**config.mk**
```make
export PLATFORM = sky130hd
export DESIGN_NAME = tf_exp_gen
export DESIGN_NICKNAME = d
export VERILOG_FILES = /design/src/rtl/tf_exp_gen.sv
export SDC_FILE = /design/constraint.sdc
export NUM_CORES = 1
export LEC_CHECK = 0
export CAP_MARGIN = 20
export CORE_UTILIZATION = 44
export CTS_CLUSTER_DIAMETER = 60
export CTS_CLUSTER_SIZE = 10
export DETAILED_ROUTE_END_ITERATION = 8
export PLACE_DENSITY_LB_ADDON = 0.1
export SLEW_MARGIN = 20
export SYNTH_ARGS = -nofsm -noshare
export SYNTH_HDL_FRONTEND = slang
export SYNTH_SLANG_ARGS = --single-unit
```
**constraint.sdc**
```tcl
create_clock -name CLK -period 4.61 [get_ports CLK]
set_input_delay 0.922 -clock CLK [delete_from_list [all_inputs] [get_ports CLK]]
set_output_delay 0.922 -clock CLK [all_outputs]
set_load 0.01 [all_outputs]
```
**src/rtl/tf_exp_gen.sv**
```systemverilog
// Twiddle-exponent sequencer for a 256-point radix-2 FFT: walks stage/group
// counters and issues four ROM exponents per cycle plus a ROM-aligned valid.
// Ports: CLK, RSTn (async low) | START, HOLD in | EXP0..3, EXP_VLD, TF_VLD,
//        STAGE, GRP, BUSY, DONE out (all registered).
// Build option: define TFGEN_DIT_EN for decimation-in-time exponent order.
module tf_exp_gen #(
   parameter int STAGES = 8
) (
   input  logic       CLK,
   input  logic       RSTn,
   input  logic       START,
   input  logic       HOLD,
   output logic [7:0] EXP0,
   output logic [7:0] EXP1,
   output logic [7:0] EXP2,
   output logic [7:0] EXP3,
   output logic       EXP_VLD,
   output logic       TF_VLD,
   output logic [2:0] STAGE,
   output logic [4:0] GRP,
   output logic       BUSY,
   output logic       DONE
);

   typedef enum logic {S_IDLE, S_RUN} state_t;

   localparam logic [2:0] LAST_S = 3'(STAGES - 1);

   state_t          r_state, w_state_nxt;
   logic [2:0]      r_s, w_s_nxt;
   logic [4:0]      r_g, w_g_nxt;
   logic            r_vld, w_vld_nxt;
   logic            r_iss, w_iss_nxt;
   logic            r_tf_vld;
   logic            r_done, w_done_nxt;
   logic [3:0][7:0] r_exp, w_lane;
   logic            w_last;
   logic            w_issued;

   function automatic logic [7:0] lane_exp(
      input logic [2:0] s,
      input logic [4:0] g,
      input logic [1:0] lane
   );
      logic [7:0] b, half, j;
      b = {1'b0, g, lane};
`ifdef TFGEN_DIT_EN
      half = 8'd1 << s;
      j    = b & (half - 8'd1);
      return j << (3'd7 - s);
`else
      half = 8'd128 >> s;
      j    = b & (half - 8'd1);
      return j << s;
`endif
   endfunction

   assign w_last   = (r_s == LAST_S) && (r_g == 5'd31);
   // Displayed group already had its EXP_VLD cycle (possibly before a HOLD).
   assign w_issued = r_vld | r_iss;

   always_ff @(posedge CLK or negedge RSTn) begin
      if (!RSTn) begin
         r_state  <= S_IDLE;
         r_s      <= '0;
         r_g      <= '0;
         r_vld    <= 1'b0;
         r_iss    <= 1'b0;
         r_tf_vld <= 1'b0;
         r_done   <= 1'b0;
         r_exp    <= '0;
      end else begin
         r_state  <= w_state_nxt;
         r_s      <= w_s_nxt;
         r_g      <= w_g_nxt;
         r_vld    <= w_vld_nxt;
         r_iss    <= w_iss_nxt;
         r_tf_vld <= r_vld;
         r_done   <= w_done_nxt;
         r_exp    <= (w_state_nxt == S_RUN) ? w_lane : '0;
      end
   end

   always_comb begin
      w_state_nxt = r_state;
      unique case (r_state)
         S_IDLE: if (START) w_state_nxt = S_RUN;
         S_RUN:  if (r_vld && w_last) w_state_nxt = S_IDLE;
      endcase
   end

   always_comb begin
      w_s_nxt    = r_s;
      w_g_nxt    = r_g;
      w_vld_nxt  = 1'b0;
      w_iss_nxt  = r_iss;
      w_done_nxt = 1'b0;
      unique case (r_state)
         S_IDLE: begin
            w_s_nxt   = '0;
            w_g_nxt   = '0;
            w_iss_nxt = 1'b0;
            if (START) w_vld_nxt = !HOLD;
         end
         S_RUN: begin
            if (r_vld && w_last) begin
               // Last group is issued; finish even if HOLD rises now.
               w_s_nxt    = '0;
               w_g_nxt    = '0;
               w_iss_nxt  = 1'b0;
               w_done_nxt = 1'b1;
            end else if (HOLD) begin
               w_iss_nxt = w_issued;
            end else if (w_issued) begin
               w_g_nxt   = r_g + 5'd1;
               w_s_nxt   = (r_g == 5'd31) ? r_s + 3'd1 : r_s;
               w_vld_nxt = 1'b1;
               w_iss_nxt = 1'b0;
            end else begin
               // Group shown during a stall but never issued: issue it now.
               w_vld_nxt = 1'b1;
               w_iss_nxt = 1'b0;
            end
         end
      endcase
   end

   always_comb begin
      w_lane = '0;
      for (int l = 0; l < 4; l++)
         w_lane[l] = lane_exp(w_s_nxt, w_g_nxt, 2'(l));
   end

   assign EXP0    = r_exp[0];
   assign EXP1    = r_exp[1];
   assign EXP2    = r_exp[2];
   assign EXP3    = r_exp[3];
   assign EXP_VLD = r_vld;
   assign TF_VLD  = r_tf_vld;
   assign STAGE   = r_s;
   assign GRP     = r_g;
   assign BUSY    = (r_state == S_RUN);
   assign DONE    = r_done;

endmodule

```
# Word-level counts from Yosys, hierarchy flattened
# Cells that the tools add are included.
[classes] bitwise_logic=6 n_reduce_logical=3 n_mux=22 shifts=5 add_sub_neg=3 n_eq_ne=2
[ops] operator="$and 7x8->8" n=4
[ops] operator="$mux 32" n=1
[ops] operator="$shl 8x3->8" n=4
[ops] operator="$mux 5" n=3
[ops] operator="$mux 3" n=4
[ops] operator="$pmux 5 s2" n=1
[ops] operator="$mux 1" n=9
[ops] operator="$shr 8x3->8 const A" n=1
[ops] operator="$sub 8x1->8 const B" n=1
[ops] operator="$pmux 1 s2" n=3
[ops] operator="$pmux 3 s2" n=1
[ops] operator="$add 5x1->5 const B" n=1
[ops] operator="$eq 5x5->1 const B" n=1
[ops] operator="$add 3x1->3 const B" n=1
[ops] operator="$eq 3x3->1 const B" n=1
[ops] operator="$logic_and 1x1->1" n=2
[ops] operator="$logic_not 1->1" n=1
[ops] operator="$not 1->1" n=1
[ops] operator="$or 1x1->1" n=1
[word_totals] out_inout_bits=44 ff_bits=45 elab_cells=52 input_bits=4

# Longest topological paths before layout
[depth] depth_word=11 ltp_mapped=17 mapped_depth_nobuf=15

# Least setup slack after synthesis
# Ideal clock, no wire load.
[synth_path] kind="flip-flop to flip-flop" from="register r_g[0], in the netlist GRP[0]" to="register r_exp (netlist bit EXP3[5])" stages_incl_launch_ff=17 setup_ns=0.087 arrival_time_ns=3.365 path_buffers=2 path_slack_ns=1.158 synth_period_minus_slack_ns=3.452 t_required_ns=4.523 cell_sequence="dfrtp_1 > ha_1 > and3_1 > ha_1 > buf_6 > inv_4 > or3_4 > and2_4 > buf_2 > nand2b_1 > nand3_1 > ha_1 > inv_1 > or3_4 > a211oi_2 > nor3_2 > a211oi_2"
[synth_via] elab_chain_len=11 elab_cells_between_ends=20 cone_classes="2 x add/sub; 1 x eq/ne; 2 x shift; 12 x mux; 1 x bitwise; 2 x reduce/logical"
[synth_lines] item="start, declared" line="31" text="logic [4:0] r_g, w_g_nxt;"
[synth_lines] item="start signal, assigned" line="75" text="r_g <= w_g_nxt;"
[synth_lines] item="$eq 5x5->1" line="58, 116"
[synth_lines] item="$mux 3" line="116" text="w_s_nxt = (r_g == 5'd31) ? r_s + 3'd1 : r_s;"
[synth_lines] item="$mux 3" line="114" text="end else if (w_issued) begin"
[synth_lines] item="$mux 3" line="112" text="end else if (HOLD) begin"
[synth_lines] item="$mux 3" line="106" text="if (r_vld && w_last) begin"
[synth_lines] item="$pmux 3 s2" line="98" text="unique case (r_state)"
[synth_lines] item="$shr 8x3->8" line="52" text="half = 8'd128 >> s;"
[synth_lines] item="$sub 8x1->8" line="53" text="j = b & (half - 8'd1);"
[synth_lines] item="$and 7x8->8" line="53"
[synth_lines] item="$shl 8x3->8" line="54" text="return j << s;"
[synth_lines] item="$mux 32 (*)" line="80" text="r_exp <= (w_state_nxt == S_RUN) ? w_lane : '0;"
[synth_lines] item="end signal, assigned" line="80"
[synth_lines] item="end, declared" line="36" text="logic [3:0][7:0] r_exp, w_lane;"
# Mark *: on every way between the ends. The rest lies on a longest branch, timed or not.

# Worst setup path after layout
[layout_path] from="input port HOLD" to="register r_exp (netlist bit EXP3[5])"
[layout_via] elab_chain_len=8 elab_cells_between_ends=11 cone_classes="1 x add/sub; 2 x shift; 7 x mux; 1 x bitwise"
[layout_lines] item="start, declared" line="12" text="input logic HOLD,"
[layout_lines] item="$mux 3" line="112"
[layout_lines] item="$mux 3" line="106"
[layout_lines] item="$pmux 3 s2" line="98"
[layout_lines] item="$shr 8x3->8" line="52"
[layout_lines] item="$sub 8x1->8" line="53"
[layout_lines] item="$and 7x8->8" line="53"
[layout_lines] item="$shl 8x3->8 (*)" line="54"
[layout_lines] item="$mux 32 (*)" line="80"
# Marks and branches as above.

==> impl_results.md <==
- Outcome: finished, violations left
- Failing checks: design-rule violations
- Overflow after GRT: 0
- Max-slew violations: 0
- Hold Crit Depth: 0
- Setup crit start kind: input port
- Synth top area share: 48.5%
- Global-route wire length before repair: 7890 um
- Avg WL per Cell: 15.5 um
- Total die area: 4970 um2
- CTS H-tree lvls: 2
- PwrDens: 593 nW/um2
- Cell count after synthesis: 206
- Yosys top cell by area: dfrtp_1
- Post-synthesis mux area share: 2.24%
- CTS tree: built
- Synth top area cells: dfrtp_1, nor2_1, ha_1, a21oi_1, o21ai_1
- Via count: 1688
- Iter 0 DRT Violations: 111
- Data required, critical path: 4.81 ns
- Simple-Gate Fraction of Synth Area: 16.8%
- Critical path endpoint category: register
- CTS buffer count: 5
- Number of max-cap violations: 0
- I/O Buffers: 44
- Top Ports: 48
- Capturing point of the worst reg2reg path: EXP3[5]
- Reg2reg path depth: 14
- Flops & latches, synth: 40
- Max Clk Rate: 245 MHz
- Crit path DAT: 4.28 ns
- Fin Hold WS: 0.533 ns
- GP Congestion: 0.889
- Core ar.: 4440 um2
- Synth Area in XOR/XNOR: 1.70%
- Post-synth top flop: dfrtp_1
- Global Route Usage Sum: 20.7%
- Fin crit share: 88.5%
- Antenna diodes: 0
- CP Max Fanout: 14
- Tmin final: 4.08 ns
- Vias in the first global route: 1604
- Post-synth EDFFs: 0
- Share of layout cells above drive strength 1: 10.8%
- Post-DP HPWL: 3360 um
- Sequential area share after synthesis: 48.5%
- Chip height: 70.5 um
- Slew HR: 43.9%
- CTS max path bufs: 2
- Area delta synth->final: 27.2%
- Clock Latency Late Sink: 0.30 ns
- Starting Density: 46.5%
- Net count, final: 257
- RR Startpoint: GRP[0]
- P_leak: 1.15 nW
- Post-cts resize count: 0
- Worst-Margin Slew: 0.842 ns
- RSZ-0062 raised after global routing: false
- Core Rows: 24
- Complex-gate fraction of the synthesized area: 21.5%
- First-pass DRT Iterations: 6
- Via density: 5.61
- Clk sinks: 40
- DRC Markers: 6
- Largest family of logic cells by synthesized area: compound AO/OA/AOI/OAI gates
- Sum Neg Setup Slack: 0 ns
- Syn Area/Cell: 10.0 um2
- Clk pin slew, worst setup/hold paths: 0.08 ns
- Cell with the most instances after synthesis: dfrtp_1
- Setup violations, final: 0
- Yosys warns: 0
- R2R setup slack: 0.67 ns
- Post-synthesis adder-cell area fraction: 3.03%
- Most frequent cells after synthesis: dfrtp_1, nor2_1, a21oi_1
- Worst Hold End: TF_VLD
- Post-CTS Setup Inserts: 0
- Post-route ant nets: 0
- Ys async rst share: 100%
- Maximum vdd ir drop: 327 uV
- HP Start: EXP_VLD
- Width of the die: 70.5 um
- Hold Violations, Final: 0
- Largest net degree at the start of global routing: 41
- Final wirelength: 4670 um
- Synth unique cells: 58
- CP Class: in -> reg
- Mapped Area: 2070 um2
- Root Driver: clkbuf_8
- Hold-fix buffers at CTS: 0
- Clock skew: 0.0106 ns
- Initial antenna violation count: 0
- Hold Crit Class: reg -> reg
-- worst max-delay path, cell delays in order --
cell             delay, ns
clkdlybuf4s50_1       0.45
o21ba_1               0.50
nand2_1               0.18
a21oi_2               0.28
nand2b_1              0.19
inv_2                 0.13
nand3_1               0.15
ha_1                  0.32
inv_1                 0.11
or3_4                 0.42
a211oi_2              0.29
nor3_2                0.11
a211oi_2              0.20
-- power breakdown --
part           internal (mW)  switching [mW]  leakage (nW)
Clock                  0.177           0.128        0.0614
Sequential             0.471          0.0500         0.492
Combinational          0.369           0.362         0.592
Total                   1.02           0.540          1.15
-- cells in the final DEF (no fill, tap or decap), types with 2 or more instances in the layout --
| master | synthesis | routed |
|---|---|---|
| o21ai_0 | 5 | 5 |
| nor3_1 | 7 | 7 |
| and2_1 | 3 | 3 |
| o21ai_1 | 10 | 10 |
| a21boi_1 | 4 | 4 |
| clkdlybuf4s50_1 | 0 | 43 |
| or3_4 | 2 | 2 |
| nand2b_1 | 5 | 5 |
| o22ai_1 | 2 | 2 |
| a31oi_1 | 2 | 2 |
| nor2_1 | 19 | 19 |
| ha_1 | 5 | 5 |
| clkbuf_8 | 0 | 6 |
| dfrtp_1 | 40 | 40 |
| buf_4 | 6 | 2 |
| xor2_1 | 2 | 2 |
| inv_1 | 8 | 8 |
| a211oi_1 | 4 | 4 |
| xnor2_1 | 2 | 2 |
| conb_1 | 1 | 3 |
| nand4_1 | 2 | 2 |
| o2111ai_1 | 3 | 3 |
| mux2i_1 | 2 | 2 |
| nand2_1 | 10 | 10 |
| o211ai_1 | 2 | 2 |
| inv_2 | 2 | 2 |
| a211oi_2 | 2 | 2 |
| nand3_1 | 8 | 8 |
| a21oi_1 | 12 | 12 |
| a21o_1 | 2 | 2 |
-- state kept, by name (all words and copies together), names as in the netlist --
name / count
EXP0: 6
EXP3: 8
DONE: 1
BUSY: 1
EXP1: 7
EXP2: 6
STAGE: 3
GRP: 5
r_iss: 1
TF_VLD: 1
EXP_VLD: 1
-- area by class of cell --
type	instances	area [um2]
Clock buffer	6	82.6
Clock inverter	2	38.8
Fill cell	402	1820
Inverter	11	43.8
Multi-Input combinational cell	144	946
Sequential cell	40	1000
Tap cell	52	65.1
Timing Repair Buffer	46	450
-- per-layer routing --
layer  wire, um  share of wire, %  vias to the layer above  global-route usage (%)
li1           -                 -                      822                       -
met1       2280                49                      789                    30.2
met2       2060                44                       70                    30.9
met3        277               5.9                        7                    4.62
met4         54               1.2                        0                    5.90
met5          0                 0                        -                       0
-- cell families (layout without fill, tap and decap cells) --
| family | count (synthesis) | in the layout |
|---|---|---|
| compound gates | 62 | 62 |
| buf+inv | 24 | 65 |
| fa+ha+maj | 5 | 5 |
| simple gates | 66 | 66 |
| xor+xnor | 4 | 4 |
| mux | 4 | 4 |
| other cells | 1 | 3 |
| flops | 40 | 40 |
-- per-stage QoR --
step / setup WS (ns) / total power [mW] / instances / area (um2) / utilization [%]
final: 0.529 / 1.56 / 301 / 2630 / 59.1
after floorplan: 1.16 / 0.932 / 208 / 2070 / -
after global routing: 0.274 / 1.66 / 301 / 2630 / 59.1
after detailed placement: 0.282 / 1.26 / 293 / 2510 / 56.4
after global placement: 0.324 / 1.26 / 293 / 2510 / 56.4
after CTS: 0.584 / 1.57 / 301 / 2630 / 59.1
-- how the worst max path moves through the flow --
stage	from	endpoint	slack, ns	cells after the start
after CTS	HOLD	EXP3[7]	0.58	13
after global placement	HOLD	EXP3[5]	0.32	13
after global routing	HOLD	EXP3[7]	0.27	13
after floorplan	GRP[0]	EXP3[5]	1.16	16
after detailed placement	HOLD	EXP3[7]	0.28	13
final	HOLD	EXP3[5]	0.53	13
(Power assumes the default switching activity.)
